**config.mk**
```make
export PLATFORM = sky130hd
export DESIGN_NAME = spi_rx
export DESIGN_NICKNAME = d
export VERILOG_FILES = /design/src/rtl/spi_rx.sv
export SDC_FILE = /design/constraint.sdc
export NUM_CORES = 1
export LEC_CHECK = 0
export ABC_CLOCK_PERIOD_IN_PS = 3520
export CORE_ASPECT_RATIO = 1.2
export CORE_MARGIN = 2
export CORE_UTILIZATION = 25
export CTS_CLUSTER_DIAMETER = 50
export DETAILED_ROUTE_END_ITERATION = 8
export GPL_ROUTABILITY_DRIVEN = 0
export GPL_TIMING_DRIVEN = 0
export PLACE_DENSITY = 0.38
export SETUP_SLACK_MARGIN = 0.15
export SLEW_MARGIN = 25
export SYNTH_ARGS = -nofsm -noshare
export SYNTH_HDL_FRONTEND = slang
export SYNTH_SLANG_ARGS = --single-unit
```
**constraint.sdc**
```tcl
create_clock -name i_clock -period 3.52 [get_ports i_clock]
set_input_delay 0.528 -clock i_clock [delete_from_list [all_inputs] [get_ports i_clock]]
set_output_delay 0.528 -clock i_clock [all_outputs]
set_load 0.02 [all_outputs]
```
**src/rtl/spi_rx.sv**
```systemverilog
// spi_rx: oversampling receiver for the two-wire SPI link (no chip-select).
// Recovers DATA_WIDTH-bit frames MSB first and hands them out on valid/ready.
//
// Ports:
//   i_clock        system clock, all logic on its rising edge
//   i_reset        synchronous, active-high reset
//   i_spi_clock    serial clock (asynchronous, idles low)
//   i_spi_data     serial data, valid at each i_spi_clock rise (asynchronous)
//   i_rx_ready     downstream accepts o_rx_data when o_rx_valid is also 1
//   o_rx_data      last received frame, held while o_rx_valid=1
//   o_rx_valid     holding register contains an unconsumed frame
//   o_busy         a frame is in progress
//   o_overrun      1-cycle pulse: completed frame overwrote an unconsumed one
//   o_frame_error  1-cycle pulse: frame aborted by inactivity timeout
module spi_rx #(
  parameter int DATA_WIDTH = 8,
  parameter int TIMEOUT    = 64
) (
  input  logic                  i_clock,
  input  logic                  i_reset,
  input  logic                  i_spi_clock,
  input  logic                  i_spi_data,
  input  logic                  i_rx_ready,
  output logic [DATA_WIDTH-1:0] o_rx_data,
  output logic                  o_rx_valid,
  output logic                  o_busy,
  output logic                  o_overrun,
  output logic                  o_frame_error
);

  localparam int CW = $clog2(DATA_WIDTH + 1);
  localparam int TW = $clog2(TIMEOUT + 1);

  localparam logic [CW-1:0] LAST_BIT = CW'(DATA_WIDTH - 1);
  localparam logic [TW-1:0] TO_LAST  = TW'(TIMEOUT - 1);
  localparam bit            ONE_BIT  = (DATA_WIDTH == 1);

  localparam logic [0:0] S_IDLE  = 1'b0;
  localparam logic [0:0] S_SHIFT = 1'b1;

  logic                  r_sclk_s1;
  logic                  r_sclk_s2;
  logic                  r_sclk_prev;
  logic                  r_sdat_s1;
  logic                  r_sdat_s2;
  logic                  r_edge;
  logic                  r_bit;
  logic [0:0]            r_state;
  logic [CW-1:0]         r_bit_cnt;
  logic [TW-1:0]         r_to_cnt;
  logic [DATA_WIDTH-1:0] r_shift;
  logic [DATA_WIDTH-1:0] r_rx_data;
  logic                  r_rx_valid;
  logic                  r_overrun;
  logic                  r_frame_error;

  logic                  w_rise;
  logic                  w_done;
  logic [DATA_WIDTH-1:0] w_shift_next;

  // Edge and data are registered once more after detection so that the
  // shift happens three clocks after the rise is first sampled.
  assign w_rise = r_sclk_s2 & ~r_sclk_prev;

  always_comb begin
    w_shift_next    = r_shift << 1;
    w_shift_next[0] = r_bit;
    w_done = 1'b0;
    if (r_edge) begin
      if (r_state == S_IDLE)
        w_done = ONE_BIT;
      else
        w_done = (r_bit_cnt == LAST_BIT);
    end
  end

  always_ff @(posedge i_clock) begin
    if (i_reset) begin
      r_sclk_s1   <= 1'b0;
      r_sclk_s2   <= 1'b0;
      r_sclk_prev <= 1'b0;
      r_sdat_s1   <= 1'b0;
      r_sdat_s2   <= 1'b0;
      r_edge      <= 1'b0;
      r_bit       <= 1'b0;
    end else begin
      r_sclk_s1   <= i_spi_clock;
      r_sclk_s2   <= r_sclk_s1;
      r_sclk_prev <= r_sclk_s2;
      r_sdat_s1   <= i_spi_data;
      r_sdat_s2   <= r_sdat_s1;
      r_edge      <= w_rise;
      r_bit       <= r_sdat_s2;
    end
  end

  always_ff @(posedge i_clock) begin
    if (i_reset) begin
      r_state       <= S_IDLE;
      r_bit_cnt     <= '0;
      r_to_cnt      <= '0;
      r_shift       <= '0;
      r_rx_data     <= '0;
      r_rx_valid    <= 1'b0;
      r_overrun     <= 1'b0;
      r_frame_error <= 1'b0;
    end else begin
      r_overrun     <= 1'b0;
      r_frame_error <= 1'b0;

      if (r_rx_valid && i_rx_ready)
        r_rx_valid <= 1'b0;

      // A consume in the completion cycle frees the slot, so no overrun.
      if (w_done) begin
        r_rx_data  <= w_shift_next;
        r_rx_valid <= 1'b1;
        r_overrun  <= r_rx_valid && !i_rx_ready;
      end

      unique case (r_state)
        S_IDLE: begin
          r_to_cnt  <= '0;
          r_bit_cnt <= '0;
          if (r_edge && !ONE_BIT) begin
            r_shift   <= w_shift_next;
            r_bit_cnt <= CW'(1);
            r_state   <= S_SHIFT;
          end
        end
        S_SHIFT: begin
          if (r_edge) begin
            r_to_cnt <= '0;
            if (w_done) begin
              r_shift   <= '0;
              r_bit_cnt <= '0;
              r_state   <= S_IDLE;
            end else begin
              r_shift   <= w_shift_next;
              r_bit_cnt <= r_bit_cnt + CW'(1);
            end
          end else if (r_to_cnt == TO_LAST) begin
            r_frame_error <= 1'b1;
            r_shift       <= '0;
            r_bit_cnt     <= '0;
            r_to_cnt      <= '0;
            r_state       <= S_IDLE;
          end else begin
            r_to_cnt <= r_to_cnt + TW'(1);
          end
        end
        default: r_state <= S_IDLE;
      endcase
    end
  end

  assign o_rx_data     = r_rx_data;
  assign o_rx_valid    = r_rx_valid;
  assign o_busy        = (r_state == S_SHIFT);
  assign o_overrun     = r_overrun;
  assign o_frame_error = r_frame_error;

endmodule

```
Yosys cells after proc, flatten, opt, wreduce, memory -nomap -nowiden
Index checks and enable logic that the tools add are counted.
Word-level totals
  bits in registers: 37
  bits in latches: 0
  bits in writable memories: 0
  bits in read-only memories: 0
  input bits: 5
  output and inout bits: 12
  word-level logic and storage cells: 55
  memories kept: 0
Cells by class
  $add $sub $neg: 2
  multiply operators: 0
  div/mod/pow operators: 0
  order comparisons: 0
  equality and inequality tests: 4
  shift operators: 0
  multiplexer cells: 23
  bitwise operators: 4
  reduce and logical (&&, ||, !) cells: 7
Operators by type and width (number)
  $mux W7: 6
  $pmux W7 S2: 2
  $mux W4: 3
  $mux W1: 10
  $pmux W4 S2: 1
  $add A7 B1 Y7 const B: 1
  $eq A7 B6 Y1 const B: 1
  $add A4 B1 Y4 const B: 1
  $eq A4 B3 Y1 const B: 1
  $ne A3 B2 Y1 const B: 1
  $not A1 Y1: 3
  $reduce_or A3 Y1: 1
  $logic_and A1 B1 Y1: 2
  $ne A2 B2 Y1 const B: 1
  $pmux W1 S2: 1
  $reduce_and A2 Y1: 1
  $reduce_bool A2 Y1: 1
  $reduce_or A2 Y1: 1
  $and A1 B1 Y1: 1
  $logic_not A1 Y1: 1

Logic depth before layout (Yosys ltp)
  depth after elaboration: 6
  mapped depth: 5
  gate-level depth less buffers: 4

Worst setup path before layout
OpenSTA, ideal clock, no wires.
  path type: register -> register
  from: register r_to_cnt[0]
  to: register r_shift[0]
  setup time: 0.117 ns
  data arrival time: 1.188 ns
  data required time: 3.403 ns
  path slack: 2.215 ns
  stages on the path, launching flop included: 5
  buffers on the path: 0
  period minus slack after synthesis: 1.305 ns
  path through: dfxtp_1 > ha_1 > nand3_2 > o31a_1 > a22o_1
Between the ends
  cells in the longest elaborated chain, start to end: 3
RTL lines
  from (decl): line 50  | logic [TW-1:0] r_to_cnt;
  from (signal assigned): line 149  | r_to_cnt <= r_to_cnt + TW'(1);
  $eq A7 B6 Y1: line 142  | end else if (r_to_cnt == TO_LAST) begin
  $ne A3 B2 Y1 (no line)
  $reduce_and A2 Y1 (no line)
  to (signal assigned): line 126  | r_shift <= w_shift_next;
  to (signal assigned): line 139  | r_shift <= w_shift_next;
  to (decl): line 51  | logic [DATA_WIDTH-1:0] r_shift;
Every way passes these cells.
A chain may end at the register's enable or synchronous reset.

Worst setup path after layout
  from: register r_state, in the netlist o_busy
  to: output port o_busy
RTL lines
  from (decl): line 48  | logic [0:0] r_state;
  from (signal assigned): line 99  | r_state <= S_IDLE;
  from (signal assigned): line 128  | r_state <= S_SHIFT;
  from (signal assigned): line 137  | r_state <= S_IDLE;
  to (decl): line 26  | output logic o_busy,
No word-level cell between the ends.

==> flow_results.xml <==
<?xml version="1.0" encoding="UTF-8"?>
<metrics>
  <group name="placement">
    <metric name="detailed_place.area" unit="mm^2">0.001624</metric>
    <metric name="placed_cells_incl_taps" unit="">216</metric>
    <metric name="place_hpwl" unit="mm">1.925</metric>
    <metric name="io_buffer_count" unit="">16</metric>
  </group>
  <group name="clocking">
    <metric name="hold_buffers" unit="">0</metric>
    <metric name="cts.path.max_buffers" unit="">2</metric>
    <metric name="insertion_delay" unit="ns">0.29</metric>
    <metric name="total_clock_buffers_created_by_cts" unit="">5</metric>
    <metric name="cts_resized" unit="">0</metric>
    <metric name="clk_pin_slew_worst_paths" unit="ns">0.07</metric>
    <metric name="cts_tree" unit="">done</metric>
    <metric name="post-cts-setup-buffers" unit="">0</metric>
    <metric name="htree_num_levels" unit="">2</metric>
    <metric name="clk_root_buffer_cell" unit="">sky130_fd_sc_hd__clkbuf_8</metric>
    <metric name="clock-sinks" unit="">37</metric>
  </group>
  <group name="timing">
    <metric name="max_slew.worst_pin.slew" unit="ns">0.4680</metric>
    <metric name="setup_viol" unit="">0</metric>
    <metric name="finalSetupTns" unit="ns">0</metric>
    <metric name="slew_violations" unit="">0</metric>
    <metric name="maxClockFrequency" unit="GHz">0.4974</metric>
    <metric name="fin_hold_ws" unit="ns">0.3843</metric>
    <metric name="rsz0062_at_grt" unit="">no</metric>
    <metric name="final.period_utilization" unit="%">57.12</metric>
    <metric name="max-slew-margin-rel" unit="%">68.80</metric>
    <metric name="clock-skew-final" unit="ns">0.009788</metric>
    <metric name="layout_min_cycle_time" unit="ns">2.011</metric>
    <metric name="timing_hold_violations_final" unit="">0</metric>
  </group>
  <group name="synth">
    <metric name="sequential_cell_area_fraction_in_the_yosys_report" unit="%">53.43</metric>
    <metric name="synth_edf_count" unit="">0</metric>
    <metric name="largest_area_contributor_in_the_synthesized_netlist" unit="">sky130_fd_sc_hd__dfxtp_1</metric>
    <metric name="synth-async-reset-ratio" unit="%">0</metric>
    <metric name="dominantRegCellSynth" unit="">sky130_fd_sc_hd__dfxtp_1</metric>
    <metric name="synthesis.area_per_instance" unit="um^2">10.05</metric>
    <metric name="ys_types" unit="">36</metric>
    <metric name="ys_ff_latch" unit="">37</metric>
    <metric name="synth.net_count" unit="">145</metric>
    <metric name="synthTopCellsByArea" unit="">sky130_fd_sc_hd__dfxtp_1, sky130_fd_sc_hd__mux2i_1, sky130_fd_sc_hd__nand2_1</metric>
    <metric name="ys_warn_count" unit="">0</metric>
    <metric name="synth_top_area_share" unit="%">53.43</metric>
    <metric name="synth.cell_area" unit="mm^2">0.001386</metric>
    <metric name="synth_cells" unit="">138</metric>
  </group>
  <group name="finish">
    <metric name="instances_no_fill" unit="">224</metric>
    <metric name="mostFrequentLayoutCell" unit="">sky130_fd_sc_hd__dfxtp_1</metric>
    <metric name="area_growth" unit="%">24.10</metric>
    <metric name="nNetsFinal" unit="">168</metric>
    <metric name="antenna_cells_inserted" unit="">0</metric>
    <metric name="most-common-layout-cells" unit="">sky130_fd_sc_hd__dfxtp_1, sky130_fd_sc_hd__nand2_1, sky130_fd_sc_hd__clkdlybuf4s50_1</metric>
    <metric name="finalInstanceArea" unit="mm^2">0.001720</metric>
    <metric name="share_of_cells_above_drive_strength_1" unit="%">9.259</metric>
  </group>
  <group name="global_route">
    <metric name="grt_first_pass_wirelength" unit="mm">4.595</metric>
    <metric name="antenna_found_initial" unit="">0</metric>
    <metric name="overflow" unit="">0</metric>
    <metric name="grt_start_max_net_pins" unit="">13</metric>
    <metric name="grt_util_all_layers" unit="%">9.883</metric>
    <metric name="first_global_vias" unit="">977</metric>
  </group>
  <group name="worst_setup_path">
    <metric name="critPathRequiredTime" unit="ns">2.99</metric>
    <metric name="timing.critical_path.buf_inv" unit="">1</metric>
    <metric name="crit_path_start_kind" unit="">flip-flop</metric>
    <metric name="slowest_library_cell_on_the_worst_path" unit="">sky130_fd_sc_hd__clkdlybuf4s50_1</metric>
    <metric name="path_cells" unit="">clkdlybuf4s50_1</metric>
    <metric name="cp.arrival" unit="ns">1.48</metric>
    <metric name="crit_fanout" unit="">10</metric>
    <metric name="cp-end-kind" unit="">output port</metric>
    <metric name="critPathKind" unit="">reg2out</metric>
    <metric name="critPathTopFamily" unit="">buffers and inverters</metric>
    <metric name="critical_path.max_stage_delay" unit="ns">0.68</metric>
  </group>
  <group name="outcome">
    <metric name="run_status" unit="">complete, no violations</metric>
  </group>
  <group name="routing">
    <metric name="routedWlPerCell" unit="um">12.13</metric>
    <metric name="vias_per_cell" unit="">4.509</metric>
    <metric name="final_antenna_net_count" unit="">0</metric>
    <metric name="remaining_drc_errors" unit="">0</metric>
    <metric name="detailroute.via_count" unit="">1010</metric>
    <metric name="dr.first_iter.drc_count" unit="">29</metric>
    <metric name="drt_first_pass_iters" unit="">4</metric>
    <metric name="totalWireLength" unit="mm">2.717</metric>
  </group>
  <group name="die">
    <metric name="fp-row-count" unit="">29</metric>
    <metric name="overall_die_width" unit="um">71.98</metric>
    <metric name="fp.dieArea" unit="mm^2">0.006160</metric>
    <metric name="fp.dieH" unit="um">85.58</metric>
    <metric name="core_area" unit="mm^2">0.005334</metric>
    <metric name="starting_density_of_the_core" unit="%">25.99</metric>
    <metric name="io-pin-count" unit="">17</metric>
  </group>
  <group name="hold_path">
    <metric name="hp-class" unit="">reg2reg</metric>
  </group>
  <group name="power">
    <metric name="irDropWorstVdd" unit="mV">0.1567</metric>
    <metric name="powerDensity" unit="mW/mm^2">441.8</metric>
    <metric name="leakage" unit="nW">0.5872</metric>
  </group>
  <group name="run">
    <metric name="max_cap_violations" unit="">0</metric>
  </group>
</metrics>
final timing paths:
check | from | slack, ns | cells after the start | end
worst max-delay path | o_busy | 1.51 | 1 | o_busy
worst min-delay path | r_sclk_prev | 0.38 | 1 | r_edge
worst max register to register | r_to_cnt[0] | 2.01 | 4 | r_shift[6]
worst min register to register | r_sclk_prev | 0.38 | 1 | r_edge
through the flow:
step           utilization (%)  power [W]  worst slack [ns]
6_report                 32.25  0.0007601             1.509
5_1_grt                  32.25  0.0007943             1.427
4_1_cts                  32.25  0.0007768             1.492
3_5_place_dp             30.45  0.0004573             1.468
3_3_place_gp             30.45  0.0004567             1.504
2_1_floorplan                -  0.0004468             2.215
state kept, by name (all words and copies together), names as in the netlist, 4 cells and up:
name / flops
r_bit_cnt: 4
r_shift: 7
o_rx_data: 8
r_to_cnt: 7
cells in the mapped netlist, types with 2 or more instances:
library cell	number
sky130_fd_sc_hd__mux2i_1	8
sky130_fd_sc_hd__a22o_1	7
sky130_fd_sc_hd__dfxtp_1	37
sky130_fd_sc_hd__nor2_1	6
sky130_fd_sc_hd__nand2b_1	4
sky130_fd_sc_hd__nand2_1	18
sky130_fd_sc_hd__o21ai_0	5
sky130_fd_sc_hd__nand3b_1	2
sky130_fd_sc_hd__a21oi_1	5
sky130_fd_sc_hd__and3_1	3
sky130_fd_sc_hd__or3_1	2
sky130_fd_sc_hd__a31oi_1	2
sky130_fd_sc_hd__ha_1	2
sky130_fd_sc_hd__xnor2_1	2
sky130_fd_sc_hd__nand3_1	4
sky130_fd_sc_hd__nor2b_1	10
sky130_fd_sc_hd__or2_1	2
cells by family after synthesis:
| group | share of synthesized area, % |
|---|---|
| AOI/OAI and AO/OA | 13.18 |
| xor gates and xnor gates | 1.896 |
| adders and majority gates | 1.805 |
| buffers and inverters | 2.255 |
| DFF | 53.43 |
| muxes | 5.776 |
| and+or+nand+nor | 21.66 |
where the power goes:
part           switching (W)  internal, W  total (W)  leakage [nW]
clock network       0.000154     0.000159   0.000313        0.0512
registers         0.00000266     0.000422   0.000425         0.299
logic              0.0000122    0.0000100  0.0000222         0.237
area by class of cell:
cell class              instances  area [um^2]
multi-input cells              95        614.3
clock inverters                 2        13.76
fillers                       552         3613
inverters                       2        7.507
flip-flops and latches         37        740.7
repair buffers                 16        160.2
clock buffers                   6        82.58
plain buffers                   4        23.77
well taps                      62        77.57
per-layer routing:
layer | part of all wire, % | wire, um | vias up | global-route usage (%)
met2 | 51 | 1379 | 17 | 15.24
met1 | 45 | 1218 | 467 | 12.05
met3 | 3.6 | 98 | 2 | 3.878
met5 | 0 | 0 | - | 0
met4 | 0.77 | 21 | 0 | 4.631
li1 | - | - | 524 | -
No activity file was read; power rests on OpenSTA's default activity.
